--- config.mk ---
export PLATFORM = sky130hd
export DESIGN_NAME = otter_iobus_responder
export DESIGN_NICKNAME = d
export VERILOG_FILES = /design/src/rtl/otter_iobus_responder.sv
export SDC_FILE = /design/constraint.sdc
export NUM_CORES = 1
export LEC_CHECK = 0
export BUFFER_PORTS_ARGS = -buffer_cell sky130_fd_sc_hd__buf_2
export CAP_MARGIN = 20
export CORE_MARGIN = 2
export CORE_UTILIZATION = 55
export CTS_CLUSTER_DIAMETER = 120
export CTS_CLUSTER_SIZE = 25
export DETAILED_ROUTE_END_ITERATION = 10
export PLACE_DENSITY = 0.8
export SLEW_MARGIN = 20
export SYNTH_ARGS = -nofsm -noshare
export SYNTH_HDL_FRONTEND = slang
export SYNTH_SLANG_ARGS = --single-unit
--- constraint.sdc ---
create_clock -name CLK -period 11.2 [get_ports CLK]
set_input_delay 0 -clock CLK [delete_from_list [all_inputs] [get_ports CLK]]
set_output_delay 0 -clock CLK [all_outputs]
set_load 0.05 [all_outputs]
--- src/rtl/otter_iobus_responder.sv ---
// IOBUS peripheral for the OTTER MCU: LED register, synchronised switches and
// a prescaled countdown timer that raises INTR on expiry.
module otter_iobus_responder #(
  parameter logic [31:0] BASE_ADDR = 32'h1100_0000,
  parameter int          PRESCALE  = 1
) (
  input  logic        CLK,
  input  logic        RST,
  input  logic [31:0] IOBUS_ADDR,
  input  logic [31:0] IOBUS_OUT,
  input  logic        IOBUS_WR,
  output logic [31:0] IOBUS_IN,
  input  logic [15:0] SWITCHES,
  output logic [15:0] LEDS,
  output logic        INTR
);

  localparam logic [31:0] A_SW     = BASE_ADDR + 32'h00;
  localparam logic [31:0] A_LED    = BASE_ADDR + 32'h20;
  localparam logic [31:0] A_TCTRL  = BASE_ADDR + 32'h40;
  localparam logic [31:0] A_TLOAD  = BASE_ADDR + 32'h44;
  localparam logic [31:0] A_TCOUNT = BASE_ADDR + 32'h48;
  localparam logic [31:0] A_TSTAT  = BASE_ADDR + 32'h4C;

  localparam logic [15:0] PRE_MAX  = 16'(PRESCALE - 1);

  localparam logic [0:0] IDLE = 1'b0;
  localparam logic [0:0] RUN  = 1'b1;

  logic [0:0]  state;
  logic [15:0] sw_meta, sw_sync;
  logic [15:0] led;
  logic        auto_rl, ie, exp;
  logic [31:0] tload, tcount;
  logic [15:0] pre;
  logic        tick;

  logic wr_led, wr_tctrl, wr_tload, wr_tstat;

  assign wr_led   = IOBUS_WR && (IOBUS_ADDR == A_LED);
  assign wr_tctrl = IOBUS_WR && (IOBUS_ADDR == A_TCTRL);
  assign wr_tload = IOBUS_WR && (IOBUS_ADDR == A_TLOAD);
  assign wr_tstat = IOBUS_WR && (IOBUS_ADDR == A_TSTAT);

  assign tick = (state == RUN) && (pre == PRE_MAX);

  always_ff @(posedge CLK or posedge RST) begin
    if (RST) begin
      sw_meta <= '0;
      sw_sync <= '0;
    end else begin
      sw_meta <= SWITCHES;
      sw_sync <= sw_meta;
    end
  end

  always_ff @(posedge CLK or posedge RST) begin
    if (RST) begin
      state   <= IDLE;
      led     <= '0;
      auto_rl <= 1'b0;
      ie      <= 1'b0;
      exp     <= 1'b0;
      tload   <= '0;
      tcount  <= '0;
      pre     <= '0;
    end else begin
      if (wr_led)   led   <= IOBUS_OUT[15:0];
      if (wr_tload) tload <= IOBUS_OUT;
      if (wr_tctrl) begin
        auto_rl <= IOBUS_OUT[1];
        ie      <= IOBUS_OUT[2];
      end
      // clear first so an expiry on the same edge overrides it
      if (wr_tstat && IOBUS_OUT[0]) exp <= 1'b0;

      case (state)
        IDLE: begin
          pre <= '0;
          if (wr_tctrl && IOBUS_OUT[0]) begin
            tcount <= tload;
            state  <= RUN;
          end
        end
        default: begin
          if (wr_tctrl && !IOBUS_OUT[0]) begin
            state <= IDLE;
            pre   <= '0;
          end else if (tick) begin
            pre <= '0;
            if (tcount != 32'd0) begin
              tcount <= tcount - 32'd1;
            end else begin
              exp <= 1'b1;
              if (auto_rl) tcount <= tload;
              else         state  <= IDLE;
            end
          end else begin
            pre <= pre + 16'd1;
          end
        end
      endcase
    end
  end

  always_comb begin
    IOBUS_IN = 32'd0;
    if (!RST) begin
      case (IOBUS_ADDR)
        A_SW:     IOBUS_IN = {16'd0, sw_sync};
        A_LED:    IOBUS_IN = {16'd0, led};
        A_TCTRL:  IOBUS_IN = {29'd0, ie, auto_rl, state == RUN};
        A_TLOAD:  IOBUS_IN = tload;
        A_TCOUNT: IOBUS_IN = tcount;
        A_TSTAT:  IOBUS_IN = {31'd0, exp};
        default:  IOBUS_IN = 32'd0;
      endcase
    end
  end

  assign LEDS = led;
  assign INTR = exp & ie;

endmodule

==> run_results.csv <==
group,metric,value,unit
outcome,status,"complete, no violations",
finish,layout_commonest_cell,"dfrtp_1",
worst_setup_path,path_class,"reg2reg",
global_routing,grt_pass1_vias,6120,
finish,layout.nets,899,
floorplanning,io_pins,132,
worst_setup_path,cp_num_buf_inv,0,
clock_network,clockBufferDepth,2,
timing,skew,0.00969,ns
synth,synth-edff-count,0,
detailed_routing,wl_per_cell,19.0,um
global_routing,grt.overflow.total,0,
clock_network,cts_sinks,132,
synth,ys_ff_latch,132,
timing,rsz0062_at_grt,"no",
worst_setup_path,path_max_fanout,21,
detailed_routing,avgViaCountPerCell,6.31,
clock_network,post_cts_resized,0,
synth,ys_types,59,
min_path,hold_path_class,"in2reg",
power_and_ir_drop,power,0.00105,W
clock_network,post_cts_buffers,0,
synth,syn_inst,641,
detailed_routing,firstDrtPassIters,6,
worst_setup_path,cp_top_family,"simple AND/OR/NAND/NOR gates",
finish,area_delta_synth_final,27.1,%
worst_setup_path,end_kind,"flip-flop",
worst_setup_path,ff2ff_setup_slack,8.24,ns
job,cap_violations,0,
place,place.gp.congestion,0.902,
power_and_ir_drop,power.static_leakage,3.87,nW
global_routing,antenna_found_initial,0,
timing,timing.slew.headroom,36.6,%
clock_network,clk_pin_slew_worst_paths,0.06,ns
synth,avgSynthCellArea,10.4,um^2
clock_network,cts_tree,"built",
floorplanning,die_w,114,um
finish,layout_common_cells,"dfrtp_1, buf_2, mux2_2, nor2_1, dlygate4sd3_1",
worst_setup_path,cp_slowest_cell,"a41o_1",
worst_setup_path,worstPathArrival,3.26,ns
global_routing,track_usage,29.6,%
worst_setup_path,cpPeakStageDelay,0.81,ns
timing,hold_viol,0,
clock_network,cts_buffers,17,
timing,fin_setup_tns,0,ns
power_and_ir_drop,peakVddDrop,0.110,mV
worst_setup_path,path_cells,"or4_1 -> nor3_1 -> a41o_1 -> o21ai_0 -> mux2_4",
synth,yosys_warnings,0,
global_routing,grt_max_degree,79,
floorplanning,die_h,114,um
worst_setup_path,cp-start-kind,"flip-flop",
timing,fin_crit,2.96,ns
detailed_routing,vias,6133,
clock_network,cts_htree_levels,4,
timing,finalSetupViolCount,0,
finish,fillers,845,
synth,syn_nets,728,
synth,yosys.area.top_type_share,49.5,%
detailed_routing,drtIter0Drc,709,
synth,synthArstFlopShare,100,%
synth,seq_area_frac_synth,49.5,%
floorplanning,num_rows,40,
synth,ys_top_cells_by_area,"dfrtp_1, mux2_2, nor2_1",
finish,diodes,0,
place,post_dp_cell_area,7420,um^2
timing,worstMarginPinSlew,0.952,ns
place,io_buffers,131,
synth,synth.largest_area_cell,"dfrtp_1",
floorplanning,core-area,11900,um^2
timing,fmax,338,MHz
detailed_routing,drt_wl_total,18500,um
global_routing,grt_pass1_wl,30300,um
finish,stdcell_area,8490,um^2
finish,drive_gt1_share,30.5,%
floorplanning,fp.dieArea,13000,um^2
timing,slew_viol_final,0,
synth,netlist_area,6680,um^2
detailed_routing,ant_nets,0,
detailed_routing,drt_drc_violations_left,0,
worst_setup_path,cp.required,11.50,ns
power_and_ir_drop,powerDensity,124,nW/um^2
timing,fin_crit_sh,26.5,%
clock_network,ctsHoldBuffers,52,
clock_network,root_buffer,"clkbuf_16",
synth,synth_top_flop_cell,"dfrtp_1",
timing,worst_hold_slack,0.172,ns
clock_network,insertion_delay,0.42,ns
place,hpwl,11600,um
floorplanning,initial_utilization,56.1,%
==> through the flow <==
| step | worst slack [ns] | util, % | instances |
|---|---|---|---|
| finish | 8.24 | 71.3 | 972 |
| global route | 8.03 | 71.3 | 972 |
| CTS | 8.28 | 71.3 | 972 |
| detailed placement | 8.35 | 62.3 | 888 |
| global placement | 8.42 | 62.3 | 888 |
| floorplan | 6.64 | - | 641 |
==> synthesized netlist by cell type, types with 4 or more instances <==
cell	count
or4_1	5
nand2_1	31
buf_2	16
or3_1	9
nor4b_1	4
o31ai_1	4
inv_1	15
o22ai_1	5
a222oi_1	16
nand4b_1	4
a22oi_1	16
and2_1	4
nor4_1	13
mux2_2	67
and4_1	4
nand3_1	27
dfrtp_1	132
nor2_1	64
a2bb2oi_1	5
ha_1	4
nor3_1	21
a31oi_1	24
clkbuf_1	19
o21ai_0	22
a21oi_1	27
o21ai_1	11
xor2_1	10
nand4_1	10
and3_1	10
==> cell type report <==
type / count / area, um^2 / area share (%)
sequential: 132 / 3300 / 38.9
multi-input combinational: 454 / 3150 / 37.1
timing repair buffer: 192 / 1240 / 14.7
clock buffer: 22 / 464 / 5.47
tap: 147 / 184 / 2.17
clock inverter: 10 / 81.3 / 0.958
inverter: 15 / 58.8 / 0.693
==> worst min-delay path: cells and delay by family <==
kind	cells	cell delay, ns
compound gates	2	0.14
simple gates	3	0.29
buf+inv	1	0.12
==> kinds of logic (layout without fill, tap and decap cells) <==
logic type                 after synthesis  count (layout)  synth area share [%]
buffers and inverters                   55             239                  3.78
adders and majority gates                4               4                 0.749
muxes                                   69              69                  11.7
DFF                                    132             132                  49.5
AOI/OAI and AO/OA                      151             151                  15.5
and+or+nand+nor                        218             218                  17.2
xor gates and xnor gates                12              12                  1.57
==> registers in the layout, summed over array words and instances (netlist names) <==
register	cells
ie	1
state	1
sw_meta	16
tload	32
pre	16
auto_rl	1
tcount	32
exp	1
sw_sync	16
LEDS	16
==> where the power goes <==
part | internal (W) | switching [W]
clock | 0.000314 | 0.000204
combinational | 0.0000265 | 0.0000225
sequential | 0.000483 | 0.00000184
==> per-layer routing <==
metal  wire, um  vias up  track usage [%]
met5          0        -                0
met3       1260       28             6.62
met2       9440      311             48.5
met4        280        0             11.0
li1           -     2767                -
met1       7500     3027             38.8
==> final timing paths <==
check                                       start                     to  cells after the start
min in group asynchronous                     RST    LEDS[0]$_DFFE_PP0P_                      3
max in group asynchronous                     RST  sw_sync[14]$_DFF_PP0_                      4
max                        tcount[13]$_DFFE_PP0P_  tcount[1]$_DFFE_PP0P_                      5
max reg2reg                tcount[13]$_DFFE_PP0P_  tcount[1]$_DFFE_PP0P_                      5
min reg2reg                  sw_meta[9]$_DFF_PP0_   sw_sync[9]$_DFF_PP0_                      0
min                                 IOBUS_ADDR[6]          exp$_DFF_PP0_                      6
Note: power is estimated with default switching activity, not from simulation.
